===== src/rtl/scoreboard_pkg.sv =====
// Shared widths, default unit latencies and unit encodings for the
// multi-port register scoreboard.
package scoreboard_pkg;

   localparam int NREGS_DEF = 32;
   localparam int NRD_DEF   = 4;
   localparam int NUNIT_DEF = 4;
   localparam int DEPTH_DEF = 5;

   // Entry field widths for the default configuration.
   localparam int PENDING_W = 1;
   localparam int LAT_W     = 3;
   localparam int UNIT_W    = 2;
   localparam int ROW_W     = DEPTH_DEF;

   localparam logic [1:0] UNIT0 = 2'd0;
   localparam logic [1:0] UNIT1 = 2'd1;
   localparam logic [1:0] UNIT2 = 2'd2;
   localparam logic [1:0] UNIT3 = 2'd3;

   // Packed NUNIT x 3 bits, unit0 in the low slice.
   localparam logic [NUNIT_DEF*LAT_W-1:0] UNIT_LAT_DEF = {3'd1, 3'd2, 3'd3, 3'd5};

   function automatic int unit_width(input int n);
      return (n > 1) ? $clog2(n) : 1;
   endfunction

endpackage


===== src/rtl/scoreboard_entry.sv =====
// One scoreboard entry: pending flag, producing unit and a latency row
// that shifts toward expiry, with write and flush applied after the shift.
module scoreboard_entry
   import scoreboard_pkg::*;
#(
   parameter int UW    = UNIT_W,
   parameter int DEPTH = DEPTH_DEF
) (
   input  logic             clock,
   input  logic             reset,
   input  logic             stall,
   input  logic             flush,
   input  logic             wr_en,
   input  logic [UW-1:0]    wr_unit,
   input  logic [DEPTH-1:0] wr_row,
   output logic             pending,
   output logic [UW-1:0]    unit,
   output logic [DEPTH-1:0] row,
   output logic             pending_next
);

   logic             pending_q, pending_d;
   logic [UW-1:0]    unit_q, unit_d;
   logic [DEPTH-1:0] row_q, row_d;
   logic [DEPTH-1:0] row_shift;

   always_comb begin
      row_shift = stall ? row_q : (row_q >> 1);
      pending_d = (row_shift != '0);
      unit_d    = pending_d ? unit_q : '0;
      row_d     = row_shift;
      // Flush beats a write, and a write beats a same-edge expiry.
      if (flush) begin
         pending_d = 1'b0;
         unit_d    = '0;
         row_d     = '0;
      end else if (wr_en) begin
         pending_d = 1'b1;
         unit_d    = wr_unit;
         row_d     = wr_row;
      end
   end

   always_ff @(posedge clock or negedge reset) begin
      if (!reset) begin
         pending_q <= 1'b0;
         unit_q    <= '0;
         row_q     <= '0;
      end else begin
         pending_q <= pending_d;
         unit_q    <= unit_d;
         row_q     <= row_d;
      end
   end

   assign pending      = pending_q;
   assign unit         = unit_q;
   assign row          = row_q;
   assign pending_next = pending_d;

endmodule


===== src/rtl/multi_port_scoreboard.sv =====
// Register scoreboard with NRD combinational read ports, one write port,
// WAW hazard detection and a registered count of pending registers.
module multi_port_scoreboard
   import scoreboard_pkg::*;
#(
   parameter int NREGS = NREGS_DEF,
   parameter int NRD   = NRD_DEF,
   parameter int NUNIT = NUNIT_DEF,
   parameter int DEPTH = DEPTH_DEF,
   parameter logic [NUNIT*LAT_W-1:0] UNIT_LAT = UNIT_LAT_DEF,
   localparam int AW = $clog2(NREGS),
   localparam int UW = unit_width(NUNIT),
   localparam int CW = $clog2(NREGS+1)
) (
   input  logic                 clock,
   input  logic                 reset,
   input  logic [NRD*AW-1:0]    rd_addr,
   output logic [NRD-1:0]       rd_pending,
   output logic [NRD*UW-1:0]    rd_unit,
   output logic [NRD*DEPTH-1:0] rd_row,
   input  logic [AW-1:0]        writeaddr,
   input  logic [UW-1:0]        registerunit,
   input  logic                 enablewrite,
   input  logic                 stall,
   input  logic                 flush,
   output logic                 waw_hazard,
   output logic [CW-1:0]        pending_count
);

   // Slots past NREGS exist only so every address decodes to a defined idle value.
   localparam int NSLOT = 1 << AW;

   logic [NSLOT-1:0] ent_pending;
   logic [NSLOT-1:0] ent_pending_nx;
   logic [UW-1:0]    ent_unit [NSLOT];
   logic [DEPTH-1:0] ent_row  [NSLOT];

   logic [31:0]      unit_ext;
   logic [LAT_W-1:0] lat;
   logic [DEPTH-1:0] new_row;
   logic             wr_valid;
   logic [CW-1:0]    count_q, count_d;

   always_comb begin
      unit_ext = 32'(registerunit);
      lat      = UNIT_LAT[LAT_W-1:0];
      if (unit_ext < NUNIT) lat = UNIT_LAT[unit_ext*LAT_W +: LAT_W];
      new_row    = DEPTH'(1) << (lat - LAT_W'(1));
      wr_valid   = enablewrite && (writeaddr != '0);
      waw_hazard = wr_valid && ent_pending[writeaddr] && (ent_row[writeaddr] >= new_row);
   end

   for (genvar i = 0; i < NSLOT; i++) begin : g_entry
      if (i == 0 || i >= NREGS) begin : g_idle
         assign ent_pending[i]    = 1'b0;
         assign ent_pending_nx[i] = 1'b0;
         assign ent_unit[i]       = '0;
         assign ent_row[i]        = '0;
      end else begin : g_live
         scoreboard_entry #(.UW(UW), .DEPTH(DEPTH)) u_entry (
            .clock        (clock),
            .reset        (reset),
            .stall        (stall),
            .flush        (flush),
            .wr_en        (wr_valid && (writeaddr == AW'(i))),
            .wr_unit      (registerunit),
            .wr_row       (new_row),
            .pending      (ent_pending[i]),
            .unit         (ent_unit[i]),
            .row          (ent_row[i]),
            .pending_next (ent_pending_nx[i])
         );
      end
   end

   for (genvar k = 0; k < NRD; k++) begin : g_rd
      assign rd_pending[k]             = ent_pending[rd_addr[k*AW +: AW]];
      assign rd_unit[k*UW +: UW]       = ent_unit[rd_addr[k*AW +: AW]];
      assign rd_row[k*DEPTH +: DEPTH]  = ent_row[rd_addr[k*AW +: AW]];
   end

   always_comb begin
      count_d = '0;
      for (int i = 0; i < NSLOT; i++) count_d = count_d + CW'(ent_pending_nx[i]);
   end

   always_ff @(posedge clock or negedge reset) begin
      if (!reset) count_q <= '0;
      else        count_q <= count_d;
   end

   assign pending_count = count_q;

endmodule


===== config.mk =====
export PLATFORM = sky130hd
export DESIGN_NAME = multi_port_scoreboard
export DESIGN_NICKNAME = d
export VERILOG_FILES = /design/src/rtl/scoreboard_pkg.sv /design/src/rtl/scoreboard_entry.sv /design/src/rtl/multi_port_scoreboard.sv
export SDC_FILE = /design/constraint.sdc
export NUM_CORES = 1
export LEC_CHECK = 0
export BUFFER_PORTS_ARGS = -buffer_cell sky130_fd_sc_hd__buf_4
export CAP_MARGIN = 20
export CORE_MARGIN = 8
export CORE_UTILIZATION = 50
export CTS_CLUSTER_DIAMETER = 80
export DETAILED_ROUTE_END_ITERATION = 10
export GPL_TIMING_DRIVEN = 0
export PLACE_DENSITY = 0.76
export SETUP_SLACK_MARGIN = 0.1
export SLEW_MARGIN = 20
export SYNTH_ARGS = -nofsm -noshare
export SYNTH_HDL_FRONTEND = slang
export SYNTH_SLANG_ARGS = --single-unit

===== constraint.sdc =====
create_clock -name clock -period 5.9 [get_ports clock]
set_input_delay 0.295 -clock clock [delete_from_list [all_inputs] [get_ports clock]]
set_output_delay 0.295 -clock clock [all_outputs]
set_load 0.005 [all_outputs]

Word-level counts from Yosys, hierarchy flattened
Index checks and enable logic that the tools add are counted.
Cells by class
  $add $sub $neg: 31
  multipliers: 1
  order comparisons: 11
  equality and inequality tests: 62
  shift operators: 2
  muxes and demuxes: 285
  bitwise logic cells: 5
  reduce and logical (&&, ||, !) cells: 66
Operators by type and width (count)
  two-way mux 5 bit: 103
  two-way mux 2 bit: 101
  nonzero test 5 bit: 32
  adder 6 x 1 -> 6 bit: 25
  binary-select mux 5 bit (select 5 bit): 5
  != test 3 x 2 -> 1 bit (second input constant): 31
  equality test 5 bit (second input constant): 16
  two-way mux 1 bit: 67
  binary-select mux 2 bit (select 5 bit): 4
  equality test 5 x 4 -> 1 bit (second input constant): 8
  logical AND 1 bit: 34
  >= comparator 6 bit (second input constant): 5
  less-than comparator 5 x 6 -> 1 bit (second input constant): 5
  NOT 5 -> 6 bit: 5
  binary-select mux 1 bit (select 5 bit): 5
  equality test 5 x 3 -> 1 bit (second input constant): 4
  indexed part select 12 x 5 -> 3 bit (first input constant): 1
  equality test 5 x 2 -> 1 bit (second input constant): 2
  adder 5 x 1 -> 6 bit: 1
  adder 4 x 1 -> 5 bit: 1
  equality test 5 x 1 -> 1 bit (second input constant): 1
  >= comparator 5 bit: 1
  left shift 1 x 3 -> 5 bit (first input constant): 1
  adder 3 x 1 -> 4 bit: 1
  4 further kinds: 4
Storage, ports and cells
  register bits: 254
  input bits: 32
  output and inout port bits: 39
  logic and storage cells: 557

Logic depth before layout (Yosys ltp)
  depth after elaboration: 35
  gate-level depth with buffers: 25
  depth with buffers taken out: 22

By module
From an unflattened synthesis, not the netlist that was laid out.
Second synthesis, totals
  cell total of the unflattened synthesis: 2097
  area total of the unflattened synthesis: 22507.8 um^2
By module, submodules not included
  scoreboard_entry: instances 31, cells an instance 36, area an instance 374.1 um^2, sequential area each 200.2 um^2
  multi_port_scoreboard: instances 1, cells an instance 981, area an instance 10910.5 um^2, sequential area each 150.1 um^2

Worst setup path before layout
OpenSTA, ideal clock, no wires.
  path kind: input to register
  start point: input port writeaddr[4]
  end point: register count_q[4], in the netlist pending_count[4]
  library setup time: 0.080 ns
  data arrival time: 5.653 ns
  data required time: 5.820 ns
  setup slack: 0.167 ns
  stages on the path: 24
  path buffers: 2
  cells stage by stage: buf_2 -> buf_4 -> nand2_1 -> or3_1 -> nor2_1 -> o21bai_1 -> fa_1 -> inv_1 -> fa_1 -> inv_1 -> fa_1 -> inv_1 -> fa_1 -> fa_1 -> inv_1 -> fa_1 -> inv_1 -> fa_1 -> inv_1 -> fa_1 -> inv_1 -> a21o_1 -> a21oi_1 -> xnor2_1
Between the ends
  longest elaborated chain between the ends: 35
  elaborated cells between the ends (all ways): 156
  classes of those cells: 30 x add/sub; 31 x eq/ne; 62 x mux; 33 x reduce/logical
Ends and longest elaborated chain
  start, declared: line multi_port_scoreboard.sv:21  | input logic [AW-1:0] writeaddr,
  nonzero test 5 bit: line multi_port_scoreboard.sv:49  | wr_valid = enablewrite && (writeaddr != '0);
  logical AND 1 bit: line multi_port_scoreboard.sv:49
  logical AND 1 bit: line multi_port_scoreboard.sv:65  | .wr_en (wr_valid && (writeaddr == AW'(i))),
  two-way mux 1 bit: line scoreboard_entry.sv:37  | end else if (wr_en) begin
  two-way mux 1 bit: line scoreboard_entry.sv:33  | if (flush) begin
  adder 1 x 1 -> 2 bit: line multi_port_scoreboard.sv:84  | for (int i = 0; i < NSLOT; i++) count_d = count_d + CW'(ent_pending_nx[i]);
  adder 2 x 1 -> 3 bit: line multi_port_scoreboard.sv:84
  adder 3 x 1 -> 4 bit: line multi_port_scoreboard.sv:84
  adder 4 x 1 -> 5 bit: line multi_port_scoreboard.sv:84
  adder 5 x 1 -> 6 bit: line multi_port_scoreboard.sv:84
  adder 6 x 1 -> 6 bit (24 in series): line multi_port_scoreboard.sv:84
  adder 6 x 1 -> 6 bit *: line multi_port_scoreboard.sv:84
  net count_d[4]: line multi_port_scoreboard.sv:42  | logic [CW-1:0] count_q, count_d;
  end signal, assigned: line multi_port_scoreboard.sv:89  | else count_q <= count_d;
  end, declared: line multi_port_scoreboard.sv:42
Mark *: on every way through the listed nets, which the timed path passes. The rest lies on a longest branch.
A chain may end at the register's enable or synchronous reset.

Worst setup path in the final report
  start point: input port writeaddr[2]
  end point: register count_q[4], in the netlist pending_count[4]
Same word-level chain as after synthesis.

==> results.cfg <==
[floorplan]
die_w_um = 225.4
core_um2 = 43170
die_y_um = 225.4
die-area_um2 = 50790
num_io_pins = 71
initial_utilization_pct = 50.77
row_count = 76

[run_status]
outcome = completed

[logic_synthesis]
synth_top_flop_cell = dfrtp_1
synth-warning-count = 0
seq_area_frac_synth_pct = 29.00
synth_edf_count = 0
synthCells = 2000
synth_top_area_share_pct = 29.00
synth_seq_cells = 254
synth_largest_area_cell = dfrtp_1
synth_area_leaders = dfrtp_1, mux4_2, mux2i_1, nor2_1, mux2_2
syn_area_per_cell_um2 = 10.96
synthArstFlopShare_pct = 100.0
synthesis.area_um2 = 21920
syn-num-nets = 2067
ys_types = 54

[route]
drt_drc_violations_left = 0
vias = 21270
viasPerCell = 7.838
dr.first_iter.drc_count = 3821
drt_wl_total_mm = 112.8
drt_pass1_iterations = 9
wl_per_cell_um = 41.57
antenna_left = 0

[worst_setup_path]
cp_max_fo = 10
r2r_slack_ns = 0.07
startpoint_type = primary input
path_class = in2reg
path_common_cell = fa_1
endpoint_kind = flip-flop
reg2reg_depth = 19
crit_slowest_cell = buf_1
crit_start = writeaddr[2]
timing.rr.start = g_entry[4].g_live.u_entry.row[3]
r2r_end = pending_count[4]
critPathRequiredTime_ns = 6.43
arrival_ns = 6.39
path_cells = buf_4, nand2_1, buf_1, nor2_4, o21bai_2, fa_1, inv_1, fa_1, fa_1, fa_1, fa_1, inv_1, fa_1, inv_1, fa_2, inv_2, fa_2, inv_1, a21o_1, a21oi_2, xnor2_1
slowest_delay_ns = 0.79

[placed_design]
place.gp.congestion = 1.103
placed_area_um2 = 23110
port_buffers = 48
dp_hpwl_mm = 83.95
post-place-cells = 2637

[global_route]
track_usage_pct = 43.91
grt_pass1_vias = 20630
grt_max_degree = 84
grtUsageMet2_pct = 61.38
top_usage_layer = met2
antenna_found_initial = 5
overflow = 0
grt_use_met3_pct = 20.68
grt_pass1_wl_mm = 157.0
grt_use_met1_pct = 52.39

[cts]
cts_made_buffers = 31
cts.clk_slew.worst_paths_ns = 0.06
clockBufferDepth = 3
clkLatencyLatePin_ns = 0.61
clock-sinks = 254
cts_tree = built
cts_root_buffer = clkbuf_16
htreeDepth = 1

[power_and_ir_drop]
power.density_nw_per_um2 = 193.8
power.leakage_uw = 0.01028
ir_worst_vdd_mv = 0.2372

[sta]
layout_min_cycle_time_ns = 5.855
timing.hold.ws_ns = 0.1481
setup_viol = 0
fin_setup_tns_ns = 0
fin_skew_ns = 0.01733
min_period_over_period_pct = 99.24
grt_setup_unrepaired = yes
clock.fmax_mhz = 170.8
hold_viol_final = 0
worst_pin_slew_ns = 1.230
maxSlewHeadroom_pct = 17.37
slew_violations = 0

[run]
drv_cap = 0

[final_layout]
finish.instance_area_um2 = 24650
drive_gt1_share_pct = 28.86
syn_to_final_growth_pct = 12.48
layout.nets = 2167
final_cell_count_no_fill = 2713

[min_path]
min_path_type = in2async
-- cell families (layout without fill, tap and decap cells) --
logic type	after synthesis	count (layout)	share of synthesized area (%)
XOR/XNOR	3	3	0.1199
other	1	5	0.01711
AND/OR/NAND/NOR	544	544	11.14
AO/OA/AOI/OAI	402	402	12.64
flip-flops	254	254	29.00
multiplexers	518	518	39.13
adder cells (fa/ha/maj)	35	35	2.786
buffers and inverters	243	367	5.166
-- cells in the final DEF, fill, tap and decap left out, types with 39 or more instances in the layout --
master	n
buf_2	52
a22oi_1	72
nor3_1	44
inv_1	41
nor2_1	221
dfrtp_1	241
nand2_1	137
a21oi_1	62
buf_4	87
a211oi_1	76
clkbuf_1	84
mux2i_1	187
o21ai_0	39
mux4_2	263
mux2_2	67
-- sequential cells by signal (all words and copies together) (netlist names) --
signal	count
g_entry.g_live.u_entry.row	155
pending_count	6
g_entry.g_live.u_entry.unit	62
g_entry.g_live.u_entry.pending	31
-- cells in the mapped netlist (5+ instances only) --
cell type,number
buf_2,52
nor2b_1,17
mux2i_1,187
a22o_1,6
a221o_1,23
ha_1,12
dfrtp_1,254
nand3_1,34
inv_1,43
nand2b_1,27
fa_1,23
and2_1,5
a22oi_1,72
mux4_2,263
mux2_2,67
o22ai_1,26
or4_1,14
o21ai_0,39
a311oi_1,17
a21oi_1,72
o221ai_1,10
o21bai_1,14
buf_1,19
buf_4,25
nor2_1,228
a211oi_1,76
nor3_1,44
a31oi_1,34
nor4_1,17
clkbuf_1,97
buf_6,6
nand2_1,143
-- power by group --
| group | total (uW) | leakage [uW] | internal [uW] | switching (uW) |
|---|---|---|---|---|
| clock | 2140 | 0.000551 | 1250 | 894 |
| sequential | 1790 | 0.00352 | 1760 | 30.1 |
| combinational | 843 | 0.00621 | 259 | 584 |
| total | 4780 | 0.0103 | 3270 | 1510 |
-- what timing repair did --
action                     4_1_cts  5_1_grt
gates resized for setup         67       22
hold endpoints to repair       192        0
buffers inserted                14        1
pin swaps                        5        3
setup endpoints to repair        5        4
hold buffers                     1        0
-- worst max path at each step --
stage,cells past startpoint,slack [ns],to
after floorplan,24,0.17,pending_count[4]
after global placement,24,-0.96,pending_count[4]
after CTS,20,0.12,pending_count[4]
after global routing,21,-0.05,pending_count[4]
after detailed placement,24,-1.01,pending_count[4]
final,21,0.04,pending_count[4]
-- worst max-delay path, delay by kind of cell --
kind	cells	cell delay, ns
AOI/OAI and AO/OA	3	0.55
buffers and inverters	7	1.37
xor gates and xnor gates	1	0.12
adders and majority gates	8	3.60
and+or+nand+nor	2	0.45
-- layout make-up --
type | instances | area [um2]
repair buffers | 68 | 578.1
clock inverters | 21 | 266.5
clock buffers | 36 | 844.6
plain buffers | 199 | 992.2
fillers | 3682 | 18520
multi-input cells | 1503 | 14700
well taps | 585 | 732.0
flip-flops and latches | 254 | 6372
diodes | 4 | 10.01
inverters | 43 | 161.4
-- through the flow --
step           setup slack [ns]  utilization (%)  total power [uW]
2_1_floorplan            0.1672                -              2252
3_3_place_gp            -0.9574            53.30              2588
3_5_place_dp             -1.014            53.52              2602
4_1_cts                  0.1159            56.89              4707
5_1_grt                -0.04770            57.09              4827
6_report                0.04468            57.11              4777
-- metal layers --
| layer | wire length [um] | share of wire [%] |
|---|---|---|
| met1 | 37920 | 34 |
| met2 | 45670 | 40 |
| met3 | 18250 | 16 |
| met4 | 10910 | 9.7 |
| met5 | 15 | 0.013 |
No activity file was read; power rests on OpenSTA's default activity.
